<file path="config.mk">
export PLATFORM = sky130hd
export DESIGN_NAME = router_pkt_framer_flat
export DESIGN_NICKNAME = d
export VERILOG_FILES = /design/src/rtl/router_pkt_framer_if.sv /design/src/rtl/router_pkt_framer.sv /design/src/flat_wrapper.sv
export SDC_FILE = /design/constraint.sdc
export NUM_CORES = 1
export LEC_CHECK = 0
export BUFFER_PORTS_ARGS = -buffer_cell sky130_fd_sc_hd__buf_4
export CAP_MARGIN = 20
export CORE_AREA = 2 2 217 219
export CTS_BUF_LIST = sky130_fd_sc_hd__clkbuf_8
export CTS_CLUSTER_SIZE = 14
export DETAILED_ROUTE_END_ITERATION = 8
export DIE_AREA = 0 0 219 221
export PLACE_DENSITY = 0.68
export SYNTH_ARGS = -nofsm -noshare
export SYNTH_HDL_FRONTEND = slang
export SYNTH_SLANG_ARGS = --single-unit
</file>
<file path="constraint.sdc">
create_clock -name clk -period 2.2 [get_ports clk]
set_input_delay 0.11 -clock clk [delete_from_list [all_inputs] [get_ports clk]]
set_output_delay 0.11 -clock clk [all_outputs]
set_load 0.005 [all_outputs]
</file>
<file path="src/rtl/router_pkt_framer_if.sv">
// Host-to-framer-to-router signal bundle for the 1x3 router source stage.
// req_*/pay_* are valid/ready: a beat transfers at a rising edge with valid && ready; busy stalls din.
interface router_pkt_framer_if #(
    parameter int CNT_W = 16
);
    logic             req_valid;
    logic             req_ready;
    logic [1:0]       req_addr;
    logic [5:0]       req_len;
    logic             req_bad_parity;
    logic             req_err;
    logic             pay_valid;
    logic [7:0]       pay_data;
    logic             pay_ready;
    logic             busy;
    logic [7:0]       din;
    logic             pkt_valid;
    logic             pkt_done;
    logic [CNT_W-1:0] pkt_count;

    modport master (
        output req_valid, req_addr, req_len, req_bad_parity, pay_valid, pay_data, busy,
        input  req_ready, req_err, pay_ready, din, pkt_valid, pkt_done, pkt_count
    );

    modport slave (
        input  req_valid, req_addr, req_len, req_bad_parity, pay_valid, pay_data, busy,
        output req_ready, req_err, pay_ready, din, pkt_valid, pkt_done, pkt_count
    );
endinterface

</file>
<file path="src/rtl/router_pkt_framer.sv">
// Store-and-forward packet framer: buffers a whole payload, then streams
// header, payload and parity to the router as one gap-free packet.
module router_pkt_framer #(
    parameter int MAX_LEN = 63,
    parameter int CNT_W   = 16
) (
    input  logic                clk,
    input  logic                rstn,
    router_pkt_framer_if.slave  io,
    output logic [2:0]          dbg_state
);
    typedef enum logic [2:0] {
        IDLE    = 3'd0,
        COLLECT = 3'd1,
        HEADER  = 3'd2,
        PAYLOAD = 3'd3,
        PARITY  = 3'd4
    } state_t;

    state_t           state;
    logic [1:0]       addr_q;
    logic [5:0]       len_q;
    logic             bad_q;
    logic [7:0]       parity;
    logic [5:0]       wr_idx;
    logic [5:0]       rd_idx;
    logic [7:0]       din_q;
    logic             pkt_valid_q;
    logic             req_err_q;
    logic             pkt_done_q;
    logic [CNT_W-1:0] cnt_q;
    logic             len_too_long;

    logic [7:0] pay_buf [MAX_LEN];

    assign len_too_long = (int'(io.req_len) > MAX_LEN);

    assign io.req_ready = (state == IDLE);
    assign io.pay_ready = (state == COLLECT);
    assign io.din       = din_q;
    assign io.pkt_valid = pkt_valid_q;
    assign io.req_err   = req_err_q;
    assign io.pkt_done  = pkt_done_q;
    assign io.pkt_count = cnt_q;
    assign dbg_state    = state;

    // Payload storage carries no reset; only bytes written this packet are read.
    always_ff @(posedge clk) begin
        if (state == COLLECT && io.pay_valid) begin
            pay_buf[wr_idx] <= io.pay_data;
        end
    end

    always_ff @(posedge clk or negedge rstn) begin
        if (!rstn) begin
            state       <= IDLE;
            addr_q      <= '0;
            len_q       <= '0;
            bad_q       <= 1'b0;
            parity      <= '0;
            wr_idx      <= '0;
            rd_idx      <= '0;
            din_q       <= '0;
            pkt_valid_q <= 1'b0;
            req_err_q   <= 1'b0;
            pkt_done_q  <= 1'b0;
            cnt_q       <= '0;
        end else begin
            req_err_q  <= 1'b0;
            pkt_done_q <= 1'b0;
            case (state)
                IDLE: begin
                    if (io.req_valid) begin
                        if (io.req_addr == 2'd3 || io.req_len == 6'd0 || len_too_long) begin
                            req_err_q <= 1'b1;
                        end else begin
                            addr_q <= io.req_addr;
                            len_q  <= io.req_len;
                            bad_q  <= io.req_bad_parity;
                            parity <= {io.req_len, io.req_addr};
                            wr_idx <= '0;
                            state  <= COLLECT;
                        end
                    end
                end
                COLLECT: begin
                    if (io.pay_valid) begin
                        parity <= parity ^ io.pay_data;
                        wr_idx <= wr_idx + 6'd1;
                        // Header goes out the cycle after the final payload byte lands.
                        if (wr_idx == len_q - 6'd1) begin
                            din_q       <= {len_q, addr_q};
                            pkt_valid_q <= 1'b1;
                            state       <= HEADER;
                        end
                    end
                end
                HEADER: begin
                    if (!io.busy) begin
                        din_q  <= pay_buf[0];
                        rd_idx <= 6'd1;
                        state  <= PAYLOAD;
                    end
                end
                PAYLOAD: begin
                    if (!io.busy) begin
                        if (rd_idx == len_q) begin
                            din_q       <= bad_q ? ~parity : parity;
                            pkt_valid_q <= 1'b0;
                            state       <= PARITY;
                        end else begin
                            din_q  <= pay_buf[rd_idx];
                            rd_idx <= rd_idx + 6'd1;
                        end
                    end
                end
                PARITY: begin
                    if (!io.busy) begin
                        din_q      <= '0;
                        pkt_done_q <= 1'b1;
                        cnt_q      <= cnt_q + CNT_W'(1);
                        state      <= IDLE;
                    end
                end
                default: state <= IDLE;
            endcase
        end
    end
endmodule

</file>
<file path="src/flat_wrapper.sv">
// flat-port wrapper written by rule: the top's interface ports become plain ports
module router_pkt_framer_flat 
#(
    parameter int MAX_LEN = 63,
    parameter int CNT_W   = 16
)
  (clk, rstn, dbg_state, io_req_valid, io_req_addr, io_req_len, io_req_bad_parity, io_pay_valid, io_pay_data, io_busy, io_req_ready, io_req_err, io_pay_ready, io_din, io_pkt_valid, io_pkt_done, io_pkt_count);
  router_pkt_framer_if #(.CNT_W(CNT_W)) io_i ();
  input  logic clk;
  input  logic rstn;
  output logic [2:0] dbg_state;
  input wire logic [$bits(io_i.req_valid)-1:0] io_req_valid;
  input wire logic [$bits(io_i.req_addr)-1:0] io_req_addr;
  input wire logic [$bits(io_i.req_len)-1:0] io_req_len;
  input wire logic [$bits(io_i.req_bad_parity)-1:0] io_req_bad_parity;
  input wire logic [$bits(io_i.pay_valid)-1:0] io_pay_valid;
  input wire logic [$bits(io_i.pay_data)-1:0] io_pay_data;
  input wire logic [$bits(io_i.busy)-1:0] io_busy;
  output wire logic [$bits(io_i.req_ready)-1:0] io_req_ready;
  output wire logic [$bits(io_i.req_err)-1:0] io_req_err;
  output wire logic [$bits(io_i.pay_ready)-1:0] io_pay_ready;
  output wire logic [$bits(io_i.din)-1:0] io_din;
  output wire logic [$bits(io_i.pkt_valid)-1:0] io_pkt_valid;
  output wire logic [$bits(io_i.pkt_done)-1:0] io_pkt_done;
  output wire logic [$bits(io_i.pkt_count)-1:0] io_pkt_count;
  assign io_i.req_valid = io_req_valid;
  assign io_i.req_addr = io_req_addr;
  assign io_i.req_len = io_req_len;
  assign io_i.req_bad_parity = io_req_bad_parity;
  assign io_i.pay_valid = io_pay_valid;
  assign io_i.pay_data = io_pay_data;
  assign io_i.busy = io_busy;
  assign io_req_ready = io_i.req_ready;
  assign io_req_err = io_i.req_err;
  assign io_pay_ready = io_i.pay_ready;
  assign io_din = io_i.din;
  assign io_pkt_valid = io_i.pkt_valid;
  assign io_pkt_done = io_i.pkt_done;
  assign io_pkt_count = io_i.pkt_count;
  router_pkt_framer #(.MAX_LEN(MAX_LEN), .CNT_W(CNT_W)) u_core (.clk(clk), .rstn(rstn), .io(io_i), .dbg_state(dbg_state));
endmodule
</file>
# Word level (Yosys, flattened, before mapping)
# Memories as Yosys holds them, arrays and structs flattened.
# Index checks and enable logic that the tools add are counted.
dict set report classes {
  add_sub_neg 4
  n_eq_ne 16
  n_mux 41
  bitwise_logic 4
  n_reduce_logical 15
}
# operator count
set ops {}
lappend ops {{$mux W8} 10}
lappend ops {{$mux W6} 6}
lappend ops {{$pmux W8 S4} 1}
lappend ops {{$mux W3} 8}
lappend ops {{$pmux W6 S2} 2}
lappend ops {{$add A16 B1 Y16 const B} 1}
lappend ops {{$pmux W8 S2} 1}
lappend ops {{$pmux W3 S5} 1}
lappend ops {{$ne A2 B2 Y1 const B} 7}
lappend ops {{$add A6 B1 Y6 const B} 2}
lappend ops {{$eq A6 B6 Y1} 2}
lappend ops {{$mux W1} 11}
lappend ops {{$not A8 Y8} 1}
lappend ops {{$reduce_and A4 Y1} 2}
lappend ops {{$reduce_and A8 Y1} 1}
lappend ops {{$xor A8 B8 Y8} 1}
lappend ops {{$eq A3 B2 Y1 const B} 2}
lappend ops {{$logic_not A6 Y1} 1}
lappend ops {{$reduce_and A6 Y1} 1}
lappend ops {{$reduce_bool A2 Y1} 3}
lappend ops {{$sub A6 B1 Y6 const B} 1}
lappend ops {{$reduce_and A5 Y1} 1}
lappend ops {{$ne A2 B1 Y1 const B} 2}
lappend ops {{$reduce_bool A4 Y1} 1}
lappend ops {{other kinds (10)} 11}
dict set report word_totals {
  reg_bits 59
  mem_bits_rw 504
  inputBits 22
  n_memories 1
}
# memory words width rd rd_ports_with_merged_regs write_ports line
set memory_table {}
lappend memory_table {u_core.pay_buf 63 8 2 0 1 router_pkt_framer.sv:34} ;# logic [7:0] pay_buf [MAX_LEN];

# Longest topological paths before layout
# Gate-level depths: netlist (run 1).
dict set report depth {
  word_depth 5
  depth_mapped 11
  ltp_nobuf 9
}

# Worst setup path after synthesis (run 1)
# No wires, ideal clock.
dict set report synth_timing {
  path_kind {register to register}
  from {register u_core.state[2], in the netlist u_core.dbg_state[2]}
  to {memory u_core.pay_buf[46][0], enable pin}
  setup_time_ns 0.370
  arrival_ns 2.025
  required_time_ns 1.830
  slack_ns -0.196
  stages_incl_launch_ff 8
  n_path_buf 2
  period_less_slack_ns 2.396
  cell_sequence {dfrtp_1 buf_2 nor3b_1 clkbuf_1 nand2_1 nor2_1 nand3_1 nor2_1}
}
dict set report synth_via {
  elab_chain_cells 4
}
# item line
set synth_rtl {}
lappend synth_rtl {{start, declared} router_pkt_framer.sv:20} ;# state_t state;
lappend synth_rtl {{start signal, assigned} router_pkt_framer.sv:56} ;# state <= IDLE;
lappend synth_rtl {{start signal, assigned} router_pkt_framer.sv:82} ;# state <= COLLECT;
lappend synth_rtl {{start signal, assigned} router_pkt_framer.sv:94} ;# state <= HEADER;
lappend synth_rtl {{$eq A3 B1 Y1} router_pkt_framer.sv:49} ;# if (state == COLLECT && io.pay_valid) begin
lappend synth_rtl {{$logic_and A1 B1 Y1} router_pkt_framer.sv:49}
lappend synth_rtl {{$mux W1} router_pkt_framer.sv:49}
lappend synth_rtl {{$mux W1 (implied by the code)} router_pkt_framer.sv:50} ;# pay_buf[wr_idx] <= io.pay_data;
lappend synth_rtl {{end, declared} router_pkt_framer.sv:34}
# Every way passes these cells.

# Final worst setup path (run 1)
dict set report layout_timing {
  from {register u_core.rd_idx[0]}
  to {register u_core.din_q[1], in the netlist u_core.io.din[1]}
}
dict set report layout_via {
  elab_chain_cells 4
  word_cells_on_any_way 5
  cone_classes {eq/ne (1); mux (3); memory (1)}
}
# item line
set layout_rtl {}
lappend layout_rtl {{start, declared} router_pkt_framer.sv:26} ;# logic [5:0] rd_idx;
lappend layout_rtl {{start signal, assigned} router_pkt_framer.sv:113} ;# rd_idx <= rd_idx + 6'd1;
lappend layout_rtl {{$mem_v2 Z63 W8 or $eq A6 B6 Y1 (tied branches)} --}
lappend layout_rtl {{$mux W8 (*)} router_pkt_framer.sv:107} ;# if (rd_idx == len_q) begin
lappend layout_rtl {{$mux W8 (*)} router_pkt_framer.sv:106} ;# if (!io.busy) begin
lappend layout_rtl {{$pmux W8 S4 (*)} router_pkt_framer.sv:71} ;# case (state)
lappend layout_rtl {{end signal, assigned} router_pkt_framer.sv:100} ;# din_q <= pay_buf[0];
lappend layout_rtl {{end signal, assigned} router_pkt_framer.sv:108} ;# din_q <= bad_q ? ~parity : parity;
lappend layout_rtl {{end signal, assigned} router_pkt_framer.sv:112} ;# din_q <= pay_buf[rd_idx];
lappend layout_rtl {{end, declared} router_pkt_framer.sv:27} ;# logic [7:0] din_q;
# Mark *: on every way between the ends. The rest lies on a longest branch, timed or not. The select of a mux whose other input is x is not followed.
# A chain may end at the register's enable or synchronous reset.

==> results of run 1 <==
==> flip-flops by register name, summed over array words and instances (netlist names) <==
name	flops
u_core.pay_buf	504
u_core.io.pkt_count	16
u_core.io.din	8
u_core.parity	8
u_core.len_q	6
u_core.rd_idx	6
u_core.wr_idx	6
u_core.dbg_state	3
u_core.addr_q	2
u_core.bad_q	1
u_core.io.pkt_done	1
u_core.io.pkt_valid	1
u_core.io.req_err	1
==> metrics by stage <==
stage                      util  std cells
after floorplan               -       1279
after global placement    0.555       2032
after detailed placement  0.555       2032
after CTS                 0.612       2238
after global routing      0.617       2253
final                     0.617       2254
==> report_power, final <==
| group | switching [mW] | internal (mW) | total, mW |
|---|---|---|---|
| sequential | 0.562 | 12.3 | 12.8 |
| combinational | 6.43 | 6.18 | 12.6 |
| clock | 4.00 | 4.94 | 8.94 |
==> cell usage after synthesis, types with 2 or more instances <==
master     instances  share of area
nand2_1           82          0.013
nand3_1           31         0.0068
inv_1             11         0.0018
and3_1             5         0.0014
edfxtp_1         504           0.66
nand2b_1          13         0.0036
nor3_1            16         0.0035
nand3b_1           3        0.00099
and2_1             2        0.00055
a311oi_1           2        0.00077
buf_2             28         0.0061
dfrtp_1           59          0.065
a22o_1             6         0.0023
a2111oi_0          4         0.0015
o221ai_1           7         0.0027
nor3b_1            5         0.0016
mux2i_1           30          0.013
a31oi_1            3        0.00082
nor4_1             8         0.0022
nor2_1            98          0.016
clkbuf_1          25         0.0041
o31ai_1            2        0.00066
buf_1              4        0.00066
xnor2_1           29          0.011
a22oi_1           15         0.0049
xor2_1            15         0.0058
o21ai_0           34         0.0074
buf_4              7         0.0023
nor4b_1            3         0.0012
a211oi_1           3        0.00099
a21oi_1           30         0.0066
a32oi_1            5         0.0019
or2_2              4         0.0011
o211ai_1           6         0.0020
a31o_1             4         0.0015
mux2_2            10         0.0049
nand4_1            7         0.0019
mux4_2           119           0.12
nor2b_1            9         0.0025
ha_1               4         0.0022
buf_6              8         0.0039
o22ai_1            3        0.00082
==> path summary, 6_finish.rpt <==
| kind | from | slack (ps) | endpoint | cells past startpoint |
|---|---|---|---|---|
| setup / recovery | u_core.rd_idx[0] | -260 | u_core.io.din[1] | 6 |
| hold / removal | io_pay_data[0] | 30 | u_core.pay_buf[40][0] | 1 |
| setup reg to reg | u_core.rd_idx[0] | -260 | u_core.io.din[1] | 6 |
| hold reg to reg | u_core.io.pkt_count[14] | 510 | u_core.io.pkt_count[14] | 1 |
| max in group asynchronous | rstn | 1540 | u_core.rd_idx[0] | 2 |
| min in group asynchronous | rstn | 60 | u_core.len_q[0] | 2 |
==> metal layers <==
metal  global-route usage  up-vias  wire [um]
li1                     -     5709          -
met1                0.346     6834      24100
met2                0.369      605      27400
met3               0.0484      114       4330
met4               0.0957        0       1790
met5                    0        -          0
==> timing repair <==
| item | 4_1_cts | 5_1_grt |
|---|---|---|
| cloned | 4 | 1 |
| buffers inserted | 28 | 14 |
| hold endpoints to repair | 187 | 0 |
| resized for setup | 33 | 36 |
| hold buffers | 16 | 0 |
| setup endpoints to repair | 128 | 301 |
| pin swaps | 21 | 10 |
==> kinds of logic (layout without fill, tap and decap cells) <==
group,count (synthesis),in the layout,synth area share
AND/OR/NAND/NOR,291,291,0.0592
adder cells (fa/ha/maj),4,4,0.00219
multiplexers,159,159,0.135
AO/OA/AOI/OAI,135,135,0.0403
flip-flops,563,563,0.727
other,0,2,0
XOR/XNOR,44,44,0.0169
buffers and inverters,83,449,0.0189
==> final cells by class <==
cell class,count,area (um2)
timing repair buffer,280,2860
multi-input combinational,633,6340
tap,607,759
inverter,11,41.3
clock buffer,106,1460
antenna,2,5.00
fill,3290,17600
clock inverter,52,348
sequential,563,16600
==> flow_metrics.py, run 1 <==
metrics = {
    "routing": {
        "vias": 13262,
        "dr.pass1.iters": 5,
        "drt-total-wl_um": 57600,
        "via_per_inst": 5.88,
        "wire_per_inst_um": 25.5,
        "ant_nets": 0,
        "drc_errors": 0,
        "drtIter0Drc": 1546,
    },
    "synth": {
        "netlist_area_mm2": 0.0228,
        "synth_fp_nets": 1305,
        "ys_ff_latch": 563,
        "synthFlopType": "edfxtp_1",
        "synth_warnings": 0,
        "synth_edf_count": 504,
        "synth.avg_cell_area_um2": 17.9,
        "async_reset_ff_frac": 0.105,
        "synthCells": 1279,
        "ys_types": 58,
        "ys_seq_area_frac": 0.727,
    },
    "worst_setup_path": {
        "worstPathMaxFanout": 14,
        "arrival_ps": 3010,
        "critPathMaxStageDelay_ps": 550,
        "path_delay_family": "multiplexers",
        "path_class": "reg -> reg",
        "endpoint_kind": "flip-flop",
        "path_buf_inv": 1,
        "crit_slowest_cell": "mux4_2",
        "cp.required_ps": 2750,
        "crit_top_cell": "mux4_2",
        "timing.critical_path.from_type": "flip-flop",
        "cp_cell_sequence": "buf_12, mux4_2, mux4_2, mux2i_2, nand2_1, a31o_1",
    },
    "timing": {
        "relSlewSlack": 0.461,
        "drv_slew": 0,
        "worst_pin_slew_ps": 809,
        "fin_skew_ps": 41.6,
        "final.min_clock_period_ps": 2460,
        "finalCritPeriodShare": 1.12,
        "setup_viol": 10,
        "hold_viol_final": 0,
        "whs_ps": 32.2,
        "setup_tns_ps": -1530,
        "max_freq_mhz": 407,
        "setup_ws_ps": -259,
        "rsz0062_at_grt": "yes",
    },
    "placed_design": {
        "placed_cell_area_mm2": 0.0256,
        "io_buffers": 53,
        "place_hpwl_um": 36000,
        "place_ws_ps": -301,
        "gp_congestion": 0.942,
    },
    "finish": {
        "area_delta_synth_final_pct": 24.4,
        "final_common_cell": "edfxtp_1",
        "final_area_mm2": 0.0284,
        "layout_common_cells": "edfxtp_1 (504), buf_4 (207), mux4_2 (119)",
        "nNetsFinal": 1605,
        "final_layout_size_suffix_gt1_frac": 0.368,
    },
    "power": {
        "power.density_mw_per_mm2": 1210,
        "irDropWorstVdd_v": 0.000764,
        "finalPower_mw": 34.4,
        "power.leakage_nw": 9.78,
    },
    "outcome": {
        "failed_checks": "setup timing",
        "status": "finished with violations",
    },
    "clock_tree": {
        "clockRootBuffer": "clkbuf_8",
        "cts.path.max_buffers": 3,
        "cts_buffers": 90,
        "h-tree-depth": 3,
        "clkTransAtPathRegs_ps": 70,
        "cts_tree": "yes",
        "insertion_delay_ps": 690,
        "clock_sinks": 563,
    },
    "grt": {
        "antenna_found_initial": 2,
        "grt_start_max_net_pins": 66,
        "track_usage": 0.242,
        "grt-ovfl-total": 0,
        "grt_pass1_vias": 13138,
        "grt_pass1_wl_um": 85100,
    },
    "floorplan": {
        "num_rows": 79,
        "dieWidth_um": 219,
        "core_area_mm2": 0.0461,
        "initial_core_util": 0.496,
        "fp.dieH_um": 221,
        "io_pins": 54,
        "die_area_mm2": 0.0484,
    },
    "run": {
        "cap_viol_max_count": 0,
    },
    "worst_hold_path": {
        "hold_class": "in -> reg",
    },
}
Power figures use the tool's default switching activity.
==> run 2, diff against run 1 <==
--- a/config.mk
+++ b/config.mk
@@ -5,13 +5,14 @@
 export SDC_FILE = /design/constraint.sdc
 export NUM_CORES = 1
 export LEC_CHECK = 0
+export ABC_AREA = 1
 export BUFFER_PORTS_ARGS = -buffer_cell sky130_fd_sc_hd__buf_4
 export CAP_MARGIN = 20
-export CORE_AREA = 2 2 217 219
+export CORE_AREA = 2 2 223 225
 export CTS_BUF_LIST = sky130_fd_sc_hd__clkbuf_8
 export CTS_CLUSTER_SIZE = 14
 export DETAILED_ROUTE_END_ITERATION = 8
-export DIE_AREA = 0 0 219 221
+export DIE_AREA = 0 0 225 227
 export PLACE_DENSITY = 0.68
 export SYNTH_ARGS = -nofsm -noshare
 export SYNTH_HDL_FRONTEND = slang
==> run 2 against run 1 <==
  * The run still ends with setup timing left
  * Worst setup slack gained 250 ps
  * Global-route usage rose by 1.1 points
  * Wire length grew 14%
  * Clock power down 7.0%
  * Die area up 5.5%
  * Total power down 3.0%
  * Sequential share of layout area fell by 0.12 points
  * Combinational power is essentially flat
  * First-iteration DRC count increased by 37%
  * Via count grew 33%
  * Clock skew down 8.7 ps
  * Critical path type unchanged
  * Largest cell class unchanged
==> flow_metrics.py, run 2 <==
metrics = {
    "timing": {
        "relSlewSlack": 0.477,
        "max_freq_mhz": 453,
        "hold_viol_final": 0,
        "worst_pin_slew_ps": 784,
        "setup_ws_ps": -7.82,
        "fin_skew_ps": 32.9,
        "rsz0062_at_grt": "yes",
        "finalCritPeriodShare": 1.00,
        "setup_viol": 1,
        "drv_slew": 0,
        "final.min_clock_period_ps": 2210,
        "setup_tns_ps": -7.82,
    },
    "synth": {
        "synthFlopType": "edfxtp_1",
        "synth_edf_count": 504,
        "ys_ff_latch": 563,
        "async_reset_ff_frac": 0.105,
        "synth_warnings": 0,
        "yosys-top-cells-count": "nand2_1 (508), edfxtp_1 (504), nor2_1 (362)",
        "yosys.area.top_type": "edfxtp_1",
        "synth.avg_cell_area_um2": 10.8,
        "synth_fp_nets": 2249,
        "synth_most_common_cell": "nand2_1",
        "ys_seq_area_frac": 0.691,
        "synthTopCellsByArea": "edfxtp_1 (63%), nand2_1 (7.9%), dfrtp_1 (6.1%)",
        "synthCells": 2223,
        "ys_types": 37,
        "synth_top_area_share": 0.629,
        "netlist_area_mm2": 0.0240,
    },
    "grt": {
        "grt_start_max_net_pins": 71,
        "antenna_found_initial": 2,
        "track_usage": 0.253,
        "grt-ovfl-total": 0,
        "grt_pass1_wl_um": 97200,
        "grt_pass1_vias": 16753,
    },
    "routing": {
        "vias": 17623,
        "dr.pass1.iters": 7,
        "drt-total-wl_um": 65500,
        "wire_per_inst_um": 20.8,
        "drtIter0Drc": 2113,
        "ant_nets": 0,
        "via_per_inst": 5.59,
        "drc_errors": 0,
    },
    "clock_tree": {
        "clock_sinks": 563,
        "h-tree-depth": 3,
        "insertion_delay_ps": 690,
        "cts_tree": "yes",
        "clockRootBuffer": "clkbuf_8",
        "cts.path.max_buffers": 3,
        "clkTransAtPathRegs_ps": 60,
        "cts_buffers": 90,
    },
    "power": {
        "power.leakage_nw": 11.2,
        "irDropWorstVdd_v": 0.000674,
        "power.density_mw_per_mm2": 1170,
    },
    "placed_design": {
        "io_buffers": 53,
        "place_hpwl_um": 39200,
        "gp_congestion": 0.888,
        "placedCellCount": 2941,
    },
    "finish": {
        "final_cells": 3152,
        "largest_register_ffs": 504,
        "final_common_cell": "edfxtp_1",
        "final_layout_size_suffix_gt1_frac": 0.158,
        "area_delta_synth_final_pct": 18.4,
        "layout_common_cells": "edfxtp_1 (504), nand2_1 (501), nor2_1 (358)",
        "nNetsFinal": 2483,
        "regMostFlops": "u_core.pay_buf",
    },
    "floorplan": {
        "io_pins": 54,
        "fp.dieH_um": 227,
        "dieWidth_um": 225,
        "core_area_mm2": 0.0485,
        "num_rows": 81,
        "die_area_mm2": 0.0511,
        "initial_core_util": 0.495,
    },
    "worst_setup_path": {
        "endpoint_kind": "flip-flop",
        "worstPathMaxFanout": 7,
        "path_class": "reg -> reg",
        "timing.critical_path.from_type": "flip-flop",
        "arrival_ps": 2830,
        "ff2ff_setup_slack_ps": -8,
        "cp.required_ps": 2820,
    },
    "outcome": {
        "failed_checks": "setup timing",
        "status": "finished with violations",
    },
    "run": {
        "cap_viol_max_count": 0,
    },
    "worst_hold_path": {
        "hold_class": "in -> async",
    },
}
[run 2: cell count changes in the layout (fill, tap and decap cells not counted), moves of 30 or more]
| cell | change |
|---|---|
| nor2_4 | -31 |
| mux4_2 | -119 |
| nor2_1 | +297 |
| o21ai_0 | +120 |
| inv_1 | +94 |
| nand2_1 | +425 |
| buf_12 | -30 |
| o21ai_1 | +35 |
| nand3_1 | +179 |
[run 2: per-layer routing]
layer	GRT usage	vias up	share of wire
met3	0.0444	132	0.10
met5	0	-	0
met2	0.396	933	0.46
li1	-	8055	-
met1	0.356	8503	0.41
met4	0.0996	0	0.027
[run 2: metrics by stage]
stage                      util  cell area, um2  setup WS, ps  power, mW  hold WS (ps)
after floorplan               -           24000          29.5       19.9          -186
after global placement    0.536           26000          81.2       23.6           235
after detailed placement  0.536           26000          30.2       23.8           244
after CTS                 0.576           27900          3.86       32.1          41.9
after global routing      0.587           28500         -67.8       35.1           111
final                     0.587           28500         -7.82       33.4          36.8
[run 2: final cells by class]
| class | count | area [um2] |
|---|---|---|
| Fill cell | 3932 | 20100 |
| Sequential cell | 563 | 16600 |
| Multi-Input combinational cell | 1436 | 6580 |
| Timing Repair Buffer | 254 | 2420 |
| Clock buffer | 94 | 1290 |
| Tap cell | 622 | 778 |
| Inverter | 112 | 438 |
| Clock inverter | 70 | 352 |
| Antenna cell | 1 | 2.50 |
[run 2: path summary, 6_finish.rpt]
kind	endpoint	startpoint	cells past startpoint
max reg2reg	u_core.io.din[0]	u_core.rd_idx[0]	14
min reg2reg	u_core.io.pkt_count[15]	u_core.io.pkt_count[15]	1
max	u_core.io.din[0]	u_core.rd_idx[0]	14
max in group asynchronous	u_core.rd_idx[0]	rstn	2
min in group clk	u_core.len_q[3]	io_req_len[3]	4
min	u_core.io.pkt_valid	rstn	2
[run 2: critical path, cell delays in order, from the launching register on]
cell and delay [ps]:
dfrtp_4 570, clkinv_8 120, buf_8 110, buf_6 110, clkbuf_16 140, nor2_1 40, o211ai_1 300, nand3_1 190
nand2_1 120, nand3_2 110, nand3_2 110, nand2_2 50, nand2_2 70, nand2_1 50, nand2_1 50
[run 2: what timing repair did]
item / in CTS / in global routing
hold endpoints to repair: 320 / 0
setup buffers: 0 / 11
resized for setup: 0 / 76
hold buffers: 26 / 0
endpoints found under the setup margin: 0 / 210
[run 2: power breakdown]
group / internal [mW] / switching, mW / total [mW]
clock: 4.20 / 4.11 / 8.31
sequential: 12.2 / 0.579 / 12.8
combinational: 4.51 / 7.77 / 12.3
[run 2: logic make-up (layout without fill, tap and decap cells)]
logic type	Yosys count	count (layout)	share of synthesized area
AND/OR/NAND/NOR	1125	1125	0.192
other	0	1	0
flip-flops	563	563	0.691
adder cells (fa/ha/maj)	4	4	0.00208
buffers and inverters	224	530	0.0422
AO/OA/AOI/OAI	263	263	0.0567
XOR/XNOR	44	44	0.0166
